$ cat src/rtl/pipeline_stall_controller_pkg.sv
// pipeline_stall_controller_pkg: shared state encodings, defaults and control-bundle helpers.
// Contents: state_t (RUN/MUL_BUSY/DMEM_WAIT), default parameters, ctl_t bundle of the
// eight per-stage enable/flush controls and the fixed control patterns used by the sequencer.
package pipeline_stall_controller_pkg;
   localparam int REGISTER_BITS    = 32;
   localparam int DEF_MUL_LATENCY  = 4;
   localparam int DEF_DMEM_TIMEOUT = 64;
   typedef enum logic [1:0] {
      RUN       = 2'd0,
      MUL_BUSY  = 2'd1,
      DMEM_WAIT = 2'd2
   } state_t;
   typedef struct packed {
      logic pc_en;
      logic if_id_en;
      logic id_ex_en;
      logic ex_mem_en;
      logic mem_wb_en;
      logic if_id_flush;
      logic id_ex_flush;
      logic ex_mem_flush;
   } ctl_t;
   localparam ctl_t CTL_RESET  = 8'b00000_111;
   localparam ctl_t CTL_FREEZE = 8'b00000_000;
   localparam ctl_t CTL_RUN    = 8'b11111_000;
   // Hold upstream, push a bubble into EX/MEM, let MEM/WB drain.
   localparam ctl_t CTL_MUL    = 8'b00011_001;
   // Hold PC and IF/ID, push a bubble into ID/EX.
   localparam ctl_t CTL_HOLD   = 8'b00111_010;
   // Fetch-side bubble: IF/ID takes a flush, PC advances only when told to.
   function automatic ctl_t fetch_ctl(input logic pc_en);
      return {pc_en, 7'b1111_100};
   endfunction
endpackage

$ cat src/rtl/pipeline_stall_controller_if.sv
// pipeline_stall_controller_if: request inputs and per-stage controls of the stall sequencer.
// master: hazard unit / memories / multiplier side (drives requests, sees controls).
// slave : the sequencer (sees requests, drives enables, flushes, mul_busy, bus_error, stall_count).
import pipeline_stall_controller_pkg::*;
interface pipeline_stall_controller_if #(parameter int CNT_BITS = REGISTER_BITS);
   logic hold_req, id_flush_req, ex_flush_req, branch_taken;
   logic imem_ready, dmem_req, dmem_ready, mul_start;
   logic pc_en, if_id_en, id_ex_en, ex_mem_en, mem_wb_en;
   logic if_id_flush, id_ex_flush, ex_mem_flush;
   logic mul_busy, bus_error;
   logic [CNT_BITS-1:0] stall_count;
   modport master (
      output hold_req, id_flush_req, ex_flush_req, branch_taken,
      output imem_ready, dmem_req, dmem_ready, mul_start,
      input  pc_en, if_id_en, id_ex_en, ex_mem_en, mem_wb_en,
      input  if_id_flush, id_ex_flush, ex_mem_flush,
      input  mul_busy, bus_error, stall_count
   );
   modport slave (
      input  hold_req, id_flush_req, ex_flush_req, branch_taken,
      input  imem_ready, dmem_req, dmem_ready, mul_start,
      output pc_en, if_id_en, id_ex_en, ex_mem_en, mem_wb_en,
      output if_id_flush, id_ex_flush, ex_mem_flush,
      output mul_busy, bus_error, stall_count
   );
endinterface

$ cat src/rtl/pipeline_stall_controller_stall_counter_sat.sv
// stall_counter_sat: CNT_BITS-wide up-counter that sticks at all-ones.
// Ports: clk, rst (sync, active-high), clr (sync clear), en (count this cycle), count.
import pipeline_stall_controller_pkg::*;
module stall_counter_sat #(
   parameter int CNT_BITS = REGISTER_BITS
) (
   input  logic                clk,
   input  logic                rst,
   input  logic                clr,
   input  logic                en,
   output logic [CNT_BITS-1:0] count
);
   always_ff @(posedge clk)
      if (rst || clr) count <= '0;
      else if (en && count != '1) count <= count + CNT_BITS'(1);
endmodule

$ cat src/rtl/pipeline_stall_controller.sv
// pipeline_stall_controller: sequences pc/IF-ID/ID-EX/EX-MEM/MEM-WB enables and flushes.
// Ports: clk, rst (sync, active-high), bus (slave modport): hazard/branch/memory/multiplier
// requests in; stage enables, bubble flushes, mul_busy, sticky bus_error and saturating
// stall_count out.
import pipeline_stall_controller_pkg::*;
module pipeline_stall_controller #(
   parameter int MUL_LATENCY  = DEF_MUL_LATENCY,
   parameter int DMEM_TIMEOUT = DEF_DMEM_TIMEOUT,
   parameter int CNT_BITS     = REGISTER_BITS
) (
   input logic clk,
   input logic rst,
   pipeline_stall_controller_if.slave bus
);
   localparam int MCW = $clog2(MUL_LATENCY + 1);
   localparam int TW  = $clog2(DMEM_TIMEOUT + 1) + 1;
   localparam logic [MCW-1:0] MUL_LOAD = MCW'(MUL_LATENCY - 2);
   // Registered flag appears one cycle after the compare, so trip one count early.
   localparam logic [TW-1:0]  TMO_SET  = TW'(DMEM_TIMEOUT - 2);
   localparam bit MUL_STALLS = MUL_LATENCY > 1;
   state_t state;
   logic [MCW-1:0] mul_cnt, mul_cnt_nxt;
   logic [TW-1:0] tmo_cnt;
   logic [CNT_BITS-1:0] stall_q;
   logic mul_served, drop_next, drop_nxt, bus_err_q;
   logic dwait, run_like, mul_go, in_mul, advance;
   ctl_t run_ctl, ctl;
   // Once in DMEM_WAIT only dmem_ready ends the wait; elsewhere a pending access freezes.
   assign dwait    = (state == DMEM_WAIT) ? !bus.dmem_ready : bus.dmem_req && !bus.dmem_ready;
   assign run_like = !dwait && state != MUL_BUSY;
   assign mul_go   = bus.mul_start && !mul_served && MUL_STALLS;
   assign in_mul   = (state == MUL_BUSY && !dwait) || (run_like && mul_go);
   // mul_cnt holds the MUL_BUSY cycles still to come; reaching zero returns to RUN.
   assign mul_cnt_nxt = (state == MUL_BUSY) ? mul_cnt - MCW'(1) : MUL_LOAD;
   always_comb begin
      run_ctl  = CTL_RUN;
      drop_nxt = drop_next;
      if (mul_go || bus.ex_flush_req) run_ctl = CTL_MUL;
      else if (bus.hold_req || bus.id_flush_req) run_ctl = CTL_HOLD;
      else if (bus.branch_taken) begin
         run_ctl  = fetch_ctl(1'b1);
         drop_nxt = !bus.imem_ready;
      end else if (!bus.imem_ready || drop_next) begin
         run_ctl  = fetch_ctl(bus.imem_ready);
         drop_nxt = drop_next && !bus.imem_ready;
      end
   end
   assign ctl = rst ? CTL_RESET : dwait ? CTL_FREEZE : (state == MUL_BUSY) ? CTL_MUL : run_ctl;
   assign advance = ctl.id_ex_en && ctl.ex_mem_en && !ctl.ex_mem_flush;
   always_ff @(posedge clk)
      if (rst) begin
         state      <= RUN;
         mul_cnt    <= '0;
         mul_served <= 1'b0;
         drop_next  <= 1'b0;
         bus_err_q  <= 1'b0;
      end else begin
         state <= dwait ? ((state == MUL_BUSY) ? MUL_BUSY : DMEM_WAIT)
                : (in_mul && mul_cnt_nxt != '0) ? MUL_BUSY : RUN;
         mul_cnt    <= in_mul ? mul_cnt_nxt : mul_cnt;
         mul_served <= (in_mul && mul_cnt_nxt == '0) ? 1'b1 : advance ? 1'b0 : mul_served;
         drop_next  <= run_like ? drop_nxt : drop_next;
         bus_err_q  <= bus_err_q || (dwait && tmo_cnt >= TMO_SET);
      end
   stall_counter_sat #(.CNT_BITS(TW)) u_tmo (
      .clk(clk), .rst(rst), .clr(!dwait), .en(dwait), .count(tmo_cnt)
   );
   stall_counter_sat #(.CNT_BITS(CNT_BITS)) u_stall (
      .clk(clk), .rst(rst), .clr(1'b0), .en(!ctl.pc_en), .count(stall_q)
   );
   assign {bus.pc_en, bus.if_id_en, bus.id_ex_en, bus.ex_mem_en, bus.mem_wb_en,
           bus.if_id_flush, bus.id_ex_flush, bus.ex_mem_flush} = ctl;
   assign bus.mul_busy    = !rst && state == MUL_BUSY;
   assign bus.bus_error   = !rst && bus_err_q;
   assign bus.stall_count = rst ? '0 : stall_q;
endmodule

$ cat src/flat_wrapper.sv
// flat-port wrapper written by rule: the top's interface ports become plain ports
module pipeline_stall_controller_flat 
#(
   parameter int MUL_LATENCY  = DEF_MUL_LATENCY,
   parameter int DMEM_TIMEOUT = DEF_DMEM_TIMEOUT,
   parameter int CNT_BITS     = REGISTER_BITS
)
  (clk, rst, bus_hold_req, bus_id_flush_req, bus_ex_flush_req, bus_branch_taken, bus_imem_ready, bus_dmem_req, bus_dmem_ready, bus_mul_start, bus_pc_en, bus_if_id_en, bus_id_ex_en, bus_ex_mem_en, bus_mem_wb_en, bus_if_id_flush, bus_id_ex_flush, bus_ex_mem_flush, bus_mul_busy, bus_bus_error, bus_stall_count);
  pipeline_stall_controller_if #(.CNT_BITS(CNT_BITS)) bus_i ();
  input logic clk;
  input logic rst;
  input wire logic [$bits(bus_i.hold_req)-1:0] bus_hold_req;
  input wire logic [$bits(bus_i.id_flush_req)-1:0] bus_id_flush_req;
  input wire logic [$bits(bus_i.ex_flush_req)-1:0] bus_ex_flush_req;
  input wire logic [$bits(bus_i.branch_taken)-1:0] bus_branch_taken;
  input wire logic [$bits(bus_i.imem_ready)-1:0] bus_imem_ready;
  input wire logic [$bits(bus_i.dmem_req)-1:0] bus_dmem_req;
  input wire logic [$bits(bus_i.dmem_ready)-1:0] bus_dmem_ready;
  input wire logic [$bits(bus_i.mul_start)-1:0] bus_mul_start;
  output wire logic [$bits(bus_i.pc_en)-1:0] bus_pc_en;
  output wire logic [$bits(bus_i.if_id_en)-1:0] bus_if_id_en;
  output wire logic [$bits(bus_i.id_ex_en)-1:0] bus_id_ex_en;
  output wire logic [$bits(bus_i.ex_mem_en)-1:0] bus_ex_mem_en;
  output wire logic [$bits(bus_i.mem_wb_en)-1:0] bus_mem_wb_en;
  output wire logic [$bits(bus_i.if_id_flush)-1:0] bus_if_id_flush;
  output wire logic [$bits(bus_i.id_ex_flush)-1:0] bus_id_ex_flush;
  output wire logic [$bits(bus_i.ex_mem_flush)-1:0] bus_ex_mem_flush;
  output wire logic [$bits(bus_i.mul_busy)-1:0] bus_mul_busy;
  output wire logic [$bits(bus_i.bus_error)-1:0] bus_bus_error;
  output wire logic [$bits(bus_i.stall_count)-1:0] bus_stall_count;
  assign bus_i.hold_req = bus_hold_req;
  assign bus_i.id_flush_req = bus_id_flush_req;
  assign bus_i.ex_flush_req = bus_ex_flush_req;
  assign bus_i.branch_taken = bus_branch_taken;
  assign bus_i.imem_ready = bus_imem_ready;
  assign bus_i.dmem_req = bus_dmem_req;
  assign bus_i.dmem_ready = bus_dmem_ready;
  assign bus_i.mul_start = bus_mul_start;
  assign bus_pc_en = bus_i.pc_en;
  assign bus_if_id_en = bus_i.if_id_en;
  assign bus_id_ex_en = bus_i.id_ex_en;
  assign bus_ex_mem_en = bus_i.ex_mem_en;
  assign bus_mem_wb_en = bus_i.mem_wb_en;
  assign bus_if_id_flush = bus_i.if_id_flush;
  assign bus_id_ex_flush = bus_i.id_ex_flush;
  assign bus_ex_mem_flush = bus_i.ex_mem_flush;
  assign bus_mul_busy = bus_i.mul_busy;
  assign bus_bus_error = bus_i.bus_error;
  assign bus_stall_count = bus_i.stall_count;
  pipeline_stall_controller #(.MUL_LATENCY(MUL_LATENCY), .DMEM_TIMEOUT(DMEM_TIMEOUT), .CNT_BITS(CNT_BITS)) u_core (.clk(clk), .rst(rst), .bus(bus_i));
endmodule
$ cat config.mk
export PLATFORM = sky130hd
export DESIGN_NAME = pipeline_stall_controller_flat
export DESIGN_NICKNAME = d
export VERILOG_FILES = /design/src/rtl/pipeline_stall_controller_pkg.sv /design/src/rtl/pipeline_stall_controller_if.sv /design/src/rtl/pipeline_stall_controller_stall_counter_sat.sv /design/src/rtl/pipeline_stall_controller.sv /design/src/flat_wrapper.sv
export SDC_FILE = /design/constraint.sdc
export NUM_CORES = 1
export LEC_CHECK = 0
export BUFFER_PORTS_ARGS = -buffer_cell sky130_fd_sc_hd__buf_2
export CORE_ASPECT_RATIO = 0.7
export CORE_MARGIN = 3
export CORE_UTILIZATION = 35
export DETAILED_ROUTE_END_ITERATION = 7
export GPL_TIMING_DRIVEN = 1
export PLACE_DENSITY_LB_ADDON = 0.15
export REMOVE_ABC_BUFFERS = 1
export SLEW_MARGIN = 30
export SYNTH_ARGS = -nofsm -noshare
export SYNTH_HDL_FRONTEND = slang
export SYNTH_HIERARCHICAL = 1
export SYNTH_SLANG_ARGS = --single-unit
$ cat constraint.sdc
create_clock -name clk -period 3.9 [get_ports clk]
set_input_delay 0.78 -clock clk [delete_from_list [all_inputs] [get_ports clk]]
set_output_delay 0.78 -clock clk [all_outputs]
set_load 0.03 [all_outputs]
==> results of run 1 <==
==> routing by layer <==
layer | vias to the layer above | global-route usage, % | wire [µm]
met4 | 0 | 4.63 | 63
met2 | 48 | 20.7 | 2740
met1 | 1244 | 21.2 | 3680
li1 | 1359 | - | -
met5 | - | 0 | 0
met3 | 5 | 3.02 | 313
==> worst max path at each step <==
stage	startpoint	cells after the start	end
after floorplan	bus_dmem_req	4	bus_pc_en
after global placement	bus_dmem_req	9	u_core/u_stall/count[19]
after detailed placement	bus_dmem_req	9	u_core/u_stall/count[19]
after CTS	bus_dmem_req	6	bus_pc_en
after global routing	bus_dmem_req	6	bus_pc_en
final	bus_dmem_req	6	bus_pc_en
==> cells in the mapped netlist (3+ instances only) <==
master,n
sky130_fd_sc_hd__o21ai_0,15
sky130_fd_sc_hd__a21oi_1,32
sky130_fd_sc_hd__ha_1,3
sky130_fd_sc_hd__nand2_1,21
sky130_fd_sc_hd__a311oi_1,3
sky130_fd_sc_hd__nor2b_1,35
sky130_fd_sc_hd__nand3_1,15
sky130_fd_sc_hd__nor2_1,12
sky130_fd_sc_hd__and4_1,5
sky130_fd_sc_hd__a21oi_2,7
sky130_fd_sc_hd__and3_1,4
sky130_fd_sc_hd__clkbuf_1,7
sky130_fd_sc_hd__o21ai_1,8
sky130_fd_sc_hd__or3_1,18
sky130_fd_sc_hd__nor3_1,5
sky130_fd_sc_hd__or4_1,11
sky130_fd_sc_hd__dfxtp_1,48
sky130_fd_sc_hd__or2_2,3
sky130_fd_sc_hd__inv_1,9
sky130_fd_sc_hd__or3_2,5
sky130_fd_sc_hd__o31ai_1,10
sky130_fd_sc_hd__nand4_1,11
sky130_fd_sc_hd__buf_6,5
sky130_fd_sc_hd__mux2i_1,5
==> registers in the layout (all words and copies together), names as in the netlist <==
register,count
u_core/u_stall/count,32
u_core/mul_served,1
u_core/u_tmo/count,8
u_core/bus_err_q,1
u_core/state,2
u_core/drop_next,1
u_core/mul_cnt,3
==> worst max-delay path, stage by stage <==
cell,delay (ns)
sky130_fd_sc_hd__buf_2,0.12
sky130_fd_sc_hd__o21bai_4,0.34
sky130_fd_sc_hd__inv_4,0.12
sky130_fd_sc_hd__or3_4,0.40
sky130_fd_sc_hd__nor4_1,0.29
sky130_fd_sc_hd__buf_2,0.26
==> cell families after synthesis <==
group | Yosys count | synth area share, %
simple gates | 167 | 35.9
compound gates | 88 | 21.1
flops | 48 | 33.7
buf+inv | 26 | 5.17
mux | 5 | 1.75
fa+ha+maj | 3 | 1.32
xor+xnor | 3 | 0.921
other cells | 1 | 0.131
==> report_power, final <==
group | switching (W) | leakage, nW | total, W | internal, W
sequential | 0.00000459 | 0.388 | 0.000500 | 0.000496
clock | 0.000184 | 0.0798 | 0.000486 | 0.000301
combinational | 0.0000551 | 0.700 | 0.0000832 | 0.0000281
==> area by class of cell <==
cell class | instances | share of cell area (%)
inverters | 10 | 1.21
repair buffers | 53 | 8.17
flip-flops and latches | 48 | 29.1
clock inverters | 3 | 1.29
clock buffers | 5 | 3.78
multi-input cells | 267 | 52.8
well taps | 98 | 3.71
==> metrics by stage <==
step | hold WS, ns | setup WS, ns | instance area, µm² | instances
after detailed placement | 0.479 | 0.625 | 3140 | 476
after floorplan | 0.457 | 0.636 | 2750 | 325
after global routing | 0.515 | 0.743 | 3310 | 484
after CTS | 0.487 | 0.799 | 3310 | 484
final | 0.489 | 0.801 | 3310 | 484
after global placement | 0.479 | 0.696 | 3140 | 476
==> flow_results.xml, run 1 <==
<?xml version="1.0" encoding="UTF-8"?>
<metrics>
  <group name="yosys">
    <metric name="ys_dominant_reg_cell" unit="">sky130_fd_sc_hd__dfxtp_1</metric>
    <metric name="synthDominantAreaCellType" unit="">sky130_fd_sc_hd__dfxtp_1</metric>
    <metric name="synth_cell_type_count" unit="">58</metric>
    <metric name="synth.yosys.seq_area_share" unit="%">33.7</metric>
    <metric name="post_synth_main_area_contributors" unit="">sky130_fd_sc_hd__dfxtp_1, sky130_fd_sc_hd__nor2b_1, sky130_fd_sc_hd__a21oi_1, sky130_fd_sc_hd__or3_1, sky130_fd_sc_hd__or4_1</metric>
    <metric name="asyncSetResetFlopFracSynth" unit="%">0</metric>
    <metric name="synth_cells" unit="">341</metric>
    <metric name="mappedNetlistArea" unit="mm²">0.00285</metric>
    <metric name="ys_ff_latch" unit="">48</metric>
    <metric name="avgSynthCellArea" unit="µm²">8.37</metric>
    <metric name="count_of_flip_flops_with_a_built_in_enable_after_synthesis" unit="">0</metric>
    <metric name="synthesis.yosys.warnings" unit="">6</metric>
    <metric name="synth_top_cell_area_share" unit="%">33.7</metric>
  </group>
  <group name="timing">
    <metric name="slew_headroom" unit="%">40.2</metric>
    <metric name="finalSetupViolCount" unit="">0</metric>
    <metric name="clock-skew-final" unit="ns">0.00371</metric>
    <metric name="final.min_clock_period" unit="ns">3.10</metric>
    <metric name="final_hold_violating_endpoints" unit="">0</metric>
    <metric name="worstMarginPinSlew" unit="ns">0.897</metric>
    <metric name="unrepaired_setup_endpoints_after_global_routing" unit="">no</metric>
    <metric name="setup-tns-final" unit="ns">0</metric>
    <metric name="maxClockFrequency" unit="GHz">0.323</metric>
    <metric name="period_share" unit="%">79.5</metric>
    <metric name="timing_max_transition_violations_final" unit="">0</metric>
  </group>
  <group name="place">
    <metric name="finalWeightedCongestion" unit="">0.771</metric>
    <metric name="buffer_ports.inserted" unit="">51</metric>
    <metric name="dpl.hpwl" unit="mm">4.90</metric>
  </group>
  <group name="clocking">
    <metric name="cts_setup_buffers" unit="">0</metric>
    <metric name="tritoncts" unit="">yes</metric>
    <metric name="clkLatencyLatePin" unit="ns">0.29</metric>
    <metric name="cts.sink_count" unit="">48</metric>
    <metric name="clock-root-buffer" unit="">sky130_fd_sc_hd__clkbuf_16</metric>
    <metric name="clockBufferDepth" unit="">2</metric>
    <metric name="clk_pin_slew" unit="ns">0.06</metric>
    <metric name="post_cts_resize_count" unit="">0</metric>
    <metric name="clock_tree.htree_level_count" unit="">2</metric>
    <metric name="cts_hold_repair.buffers" unit="">0</metric>
    <metric name="cts_made_buffers" unit="">5</metric>
  </group>
  <group name="power">
    <metric name="overall_power_after_layout" unit="W">0.00107</metric>
    <metric name="power_leakage" unit="nW">1.17</metric>
    <metric name="vdd.ir_drop.worst" unit="mV">0.156</metric>
    <metric name="power_density_over_the_cells" unit="mW/mm²">323</metric>
  </group>
  <group name="hold_path">
    <metric name="min_delay_path_depth" unit="">2</metric>
    <metric name="timing.hold.worst.start" unit="">u_core/u_tmo/count[0]</metric>
    <metric name="hp-class" unit="">reg2reg</metric>
    <metric name="min_delay_worst_endpoint" unit="">u_core/u_tmo/count[0]</metric>
  </group>
  <group name="global_route">
    <metric name="grt_util_all_layers" unit="%">14.4</metric>
    <metric name="grt_max_degree" unit="">33</metric>
    <metric name="grt_first_pass_wirelength" unit="mm">11.0</metric>
    <metric name="antenna_found_initial" unit="">0</metric>
    <metric name="grt_remaining_overflow" unit="">0</metric>
    <metric name="vias_in_the_first_global_route" unit="">2281</metric>
  </group>
  <group name="die">
    <metric name="core.rowCount" unit="">26</metric>
    <metric name="dieHeight" unit="µm">81.6</metric>
    <metric name="total_die_area" unit="mm²">0.00929</metric>
    <metric name="number_of_placed_i_o_pins" unit="">52</metric>
    <metric name="effective_utilization_at_floorplan" unit="%">37.5</metric>
    <metric name="die-width" unit="µm">114</metric>
    <metric name="placeableCoreArea" unit="mm²">0.00761</metric>
  </group>
  <group name="cells_and_area">
    <metric name="final_cell_mix" unit="">sky130_fd_sc_hd__buf_2, sky130_fd_sc_hd__dfxtp_1, sky130_fd_sc_hd__nor2b_1</metric>
    <metric name="n_antenna_cell" unit="">0</metric>
    <metric name="nets" unit="">398</metric>
    <metric name="storage_element_area" unit="µm²">961</metric>
    <metric name="multi_input_comb_area" unit="mm²">0.00175</metric>
    <metric name="filler_cell_count" unit="">815</metric>
    <metric name="layout.cells.most_common" unit="">sky130_fd_sc_hd__buf_2</metric>
    <metric name="final_core_util" unit="%">43.4</metric>
    <metric name="fraction_of_layout_instances_using_a_drive_strength_above_1" unit="%">25.4</metric>
    <metric name="synthToLayoutAreaGrowth" unit="%">15.9</metric>
  </group>
  <group name="run_status">
    <metric name="status" unit="">complete, no violations</metric>
  </group>
  <group name="worst_setup_path">
    <metric name="timing.critical_path.arrival" unit="ns">2.32</metric>
    <metric name="rr_worst_depth" unit="">9</metric>
    <metric name="timing.critical_path.from_type" unit="">input pin</metric>
    <metric name="worst_ep_required_time" unit="ns">3.12</metric>
    <metric name="rrSetupSlack" unit="ns">1.11</metric>
    <metric name="worstReg2RegEnd" unit="">u_core/u_stall/count[21]</metric>
    <metric name="timing.rr.start" unit="">u_core/state[1]</metric>
    <metric name="worst_path_max_fanout" unit="">14</metric>
    <metric name="end_kind" unit="">output pin</metric>
    <metric name="criticalPathCategory" unit="">in2out</metric>
  </group>
  <group name="route">
    <metric name="postRouteWirelength" unit="mm">6.79</metric>
    <metric name="remaining_drc_errors" unit="">0</metric>
    <metric name="num_vias" unit="">2656</metric>
    <metric name="drtAntennaViolNets" unit="">0</metric>
    <metric name="first_pass_iteration_count_of_the_detailed_router" unit="">4</metric>
    <metric name="route.detailed.wl_per_inst" unit="µm">14.0</metric>
    <metric name="avgViaCountPerCell" unit="">5.49</metric>
    <metric name="drt_iter0_markers" unit="">80</metric>
  </group>
  <group name="run">
    <metric name="maxCapViolCount" unit="">0</metric>
  </group>
</metrics>
Power figures use the tool's default switching activity.
==> run 2, diff against run 1 <==
clock period = 2.5 ns   (was 3.9 ns; I/O delays follow)
==> run 2 against run 1 <==
Against the previous run: non-clock buffer count up 10; setup slack worse by 0.70 ns; core utilization up 1.1 points; count of clock-buffer cells in the layout up 3; sequential share of layout area down 0.70 points; largest cell class unchanged.
==> flow_results.xml, run 2 (synthesis gave the netlist of run 1 again) <==
<?xml version="1.0" encoding="UTF-8"?>
<metrics>
  <group name="place">
    <metric name="finalWeightedCongestion" unit="">0.828</metric>
    <metric name="dpl.hpwl" unit="mm">4.98</metric>
    <metric name="standard_cell_area_after_detailed_placement" unit="mm²">0.00324</metric>
    <metric name="buffer_ports.inserted" unit="">51</metric>
  </group>
  <group name="worst_setup_path">
    <metric name="end_kind" unit="">flip-flop</metric>
    <metric name="criticalPathCategory" unit="">reg2reg</metric>
    <metric name="timing.critical_path.arrival" unit="ns">2.55</metric>
    <metric name="timing.critical_path.from_type" unit="">flip-flop</metric>
    <metric name="worst_ep_required_time" unit="ns">2.66</metric>
    <metric name="worst_path_dominant_cell_family" unit="">simple AND/OR/NAND/NOR gates</metric>
    <metric name="cp_cell_sequence" unit="">nor2b_4 -&gt; o21bai_4 -&gt; inv_4 -&gt; or3_4 -&gt; or4_1 -&gt; and3_4 -&gt; o311ai_4 -&gt; or3_2 -&gt; a21oi_1</metric>
    <metric name="cpPeakStageDelay" unit="ns">0.58</metric>
    <metric name="crit_slowest_cell" unit="">sky130_fd_sc_hd__or4_1</metric>
    <metric name="worst_path_max_fanout" unit="">16</metric>
    <metric name="critical_path_buf_inv_count" unit="">1</metric>
  </group>
  <group name="clocking">
    <metric name="clk_pin_slew" unit="ns">0.06</metric>
    <metric name="clock_tree.htree_level_count" unit="">2</metric>
    <metric name="cts_hold_repair.buffers" unit="">0</metric>
    <metric name="cts_setup_buffers" unit="">0</metric>
    <metric name="cts.sink_count" unit="">48</metric>
    <metric name="tritoncts" unit="">yes</metric>
    <metric name="cts_made_buffers" unit="">5</metric>
    <metric name="clockBufferDepth" unit="">2</metric>
    <metric name="clock-root-buffer" unit="">sky130_fd_sc_hd__clkbuf_16</metric>
    <metric name="post_cts_resize_count" unit="">0</metric>
    <metric name="clkLatencyLatePin" unit="ns">0.28</metric>
  </group>
  <group name="route">
    <metric name="drtAntennaViolNets" unit="">0</metric>
    <metric name="route.detailed.wl_per_inst" unit="µm">13.8</metric>
    <metric name="remaining_drc_errors" unit="">0</metric>
    <metric name="first_pass_iteration_count_of_the_detailed_router" unit="">4</metric>
    <metric name="avgViaCountPerCell" unit="">5.40</metric>
    <metric name="postRouteWirelength" unit="mm">6.81</metric>
    <metric name="drt_iter0_markers" unit="">124</metric>
    <metric name="num_vias" unit="">2667</metric>
  </group>
  <group name="global_route">
    <metric name="grt_util_all_layers" unit="%">15.1</metric>
    <metric name="grt_remaining_overflow" unit="">0</metric>
    <metric name="grt_first_pass_wirelength" unit="mm">11.6</metric>
    <metric name="grt_max_degree" unit="">57</metric>
    <metric name="vias_in_the_first_global_route" unit="">2398</metric>
    <metric name="antenna_found_initial" unit="">0</metric>
  </group>
  <group name="timing">
    <metric name="timing_max_transition_violations_final" unit="">0</metric>
    <metric name="unrepaired_setup_endpoints_after_global_routing" unit="">no</metric>
    <metric name="hold_ws" unit="ns">0.439</metric>
    <metric name="final.min_clock_period" unit="ns">2.40</metric>
    <metric name="maxClockFrequency" unit="GHz">0.418</metric>
    <metric name="slew_headroom" unit="%">41.5</metric>
    <metric name="clock-skew-final" unit="ns">0.00287</metric>
    <metric name="finalSetupViolCount" unit="">0</metric>
    <metric name="worstMarginPinSlew" unit="ns">0.877</metric>
    <metric name="setup-tns-final" unit="ns">0</metric>
    <metric name="final_hold_violating_endpoints" unit="">0</metric>
    <metric name="period_share" unit="%">95.8</metric>
  </group>
  <group name="cells_and_area">
    <metric name="storage_element_area" unit="µm²">961</metric>
    <metric name="final_design_area_no_fill" unit="mm²">0.00339</metric>
    <metric name="largest_register_ffs" unit="">32</metric>
    <metric name="nets" unit="">408</metric>
    <metric name="registers.top_by_ff_count" unit="">u_core/u_stall/count</metric>
    <metric name="final_cell_mix" unit="">sky130_fd_sc_hd__buf_2, sky130_fd_sc_hd__dfxtp_1, sky130_fd_sc_hd__nor2b_1</metric>
    <metric name="synthToLayoutAreaGrowth" unit="%">18.7</metric>
    <metric name="fraction_of_layout_instances_using_a_drive_strength_above_1" unit="%">26.8</metric>
    <metric name="filler_cell_count" unit="">801</metric>
    <metric name="final_core_util" unit="%">44.5</metric>
    <metric name="multi_input_comb_area" unit="mm²">0.00175</metric>
    <metric name="n_antenna_cell" unit="">0</metric>
    <metric name="reg_top3" unit="">u_core/u_stall/count x32, u_core/u_tmo/count x8, u_core/mul_cnt x3</metric>
    <metric name="layout.cells.most_common" unit="">sky130_fd_sc_hd__buf_2</metric>
  </group>
  <group name="power">
    <metric name="vdd.ir_drop.worst" unit="mV">0.280</metric>
    <metric name="power_density_over_the_cells" unit="mW/mm²">473</metric>
    <metric name="overall_power_after_layout" unit="W">0.00160</metric>
    <metric name="power_leakage" unit="nW">1.22</metric>
  </group>
  <group name="die">
    <metric name="placeableCoreArea" unit="mm²">0.00761</metric>
    <metric name="dieHeight" unit="µm">81.6</metric>
    <metric name="total_die_area" unit="mm²">0.00929</metric>
    <metric name="effective_utilization_at_floorplan" unit="%">37.5</metric>
    <metric name="number_of_placed_i_o_pins" unit="">52</metric>
    <metric name="core.rowCount" unit="">26</metric>
    <metric name="die-width" unit="µm">114</metric>
  </group>
  <group name="run">
    <metric name="maxCapViolCount" unit="">0</metric>
  </group>
  <group name="hold_path">
    <metric name="hp-class" unit="">in2reg</metric>
  </group>
  <group name="run_status">
    <metric name="status" unit="">complete, no violations</metric>
  </group>
</metrics>
## run 2: changes by cell type in the layout (fill, tap and decap cells not counted)
cell,delta
sky130_fd_sc_hd__clkbuf_8,+1
sky130_fd_sc_hd__buf_4,+9
sky130_fd_sc_hd__buf_12,+2
sky130_fd_sc_hd__bufinv_16,-1
sky130_fd_sc_hd__clkinv_2,-1
sky130_fd_sc_hd__buf_2,-1
sky130_fd_sc_hd__clkbuf_1,+2
sky130_fd_sc_hd__clkinvlp_4,-1
## run 2: report_power, final
group	switching (W)	total (W)	leakage, nW	internal [W]
registers	0.00000552	0.000779	0.388	0.000773
clock network	0.000275	0.000674	0.0712	0.000399
logic	0.0000935	0.000150	0.759	0.0000569
## run 2: final cells by class
type	instances	share of cell area [%]
clock buffers	8	4.32
inverters	10	1.18
multi-input cells	267	51.5
flip-flops and latches	48	28.4
well taps	98	3.62
repair buffers	63	11.0
## run 2: routing by layer
| layer | GRT usage [%] | wire (µm) |
|---|---|---|
| met5 | 0 | 0 |
| met4 | 3.68 | 50 |
| met3 | 3.46 | 364 |
| met2 | 21.4 | 2750 |
| met1 | 22.9 | 3650 |
## run 2: through the flow
stage | instances | setup slack (ns)
floorplan | 325 | -0.204
global placement | 486 | -0.0820
detailed placement | 486 | -0.120
CTS | 494 | 0.0970
global route | 494 | 0.0143
finish | 494 | 0.105
## run 2: path summary, 6_finish.rpt
check                              from                       end  slack, ns  depth (start not counted)
setup / recovery        u_core/state[1]  u_core/u_stall/count[21]       0.10                          9
hold / removal           bus_imem_ready          u_core/drop_next       0.44                          2
setup reg to reg        u_core/state[1]  u_core/u_stall/count[21]       0.10                          9
hold reg to reg   u_core/u_tmo/count[0]     u_core/u_tmo/count[0]       0.49                          2
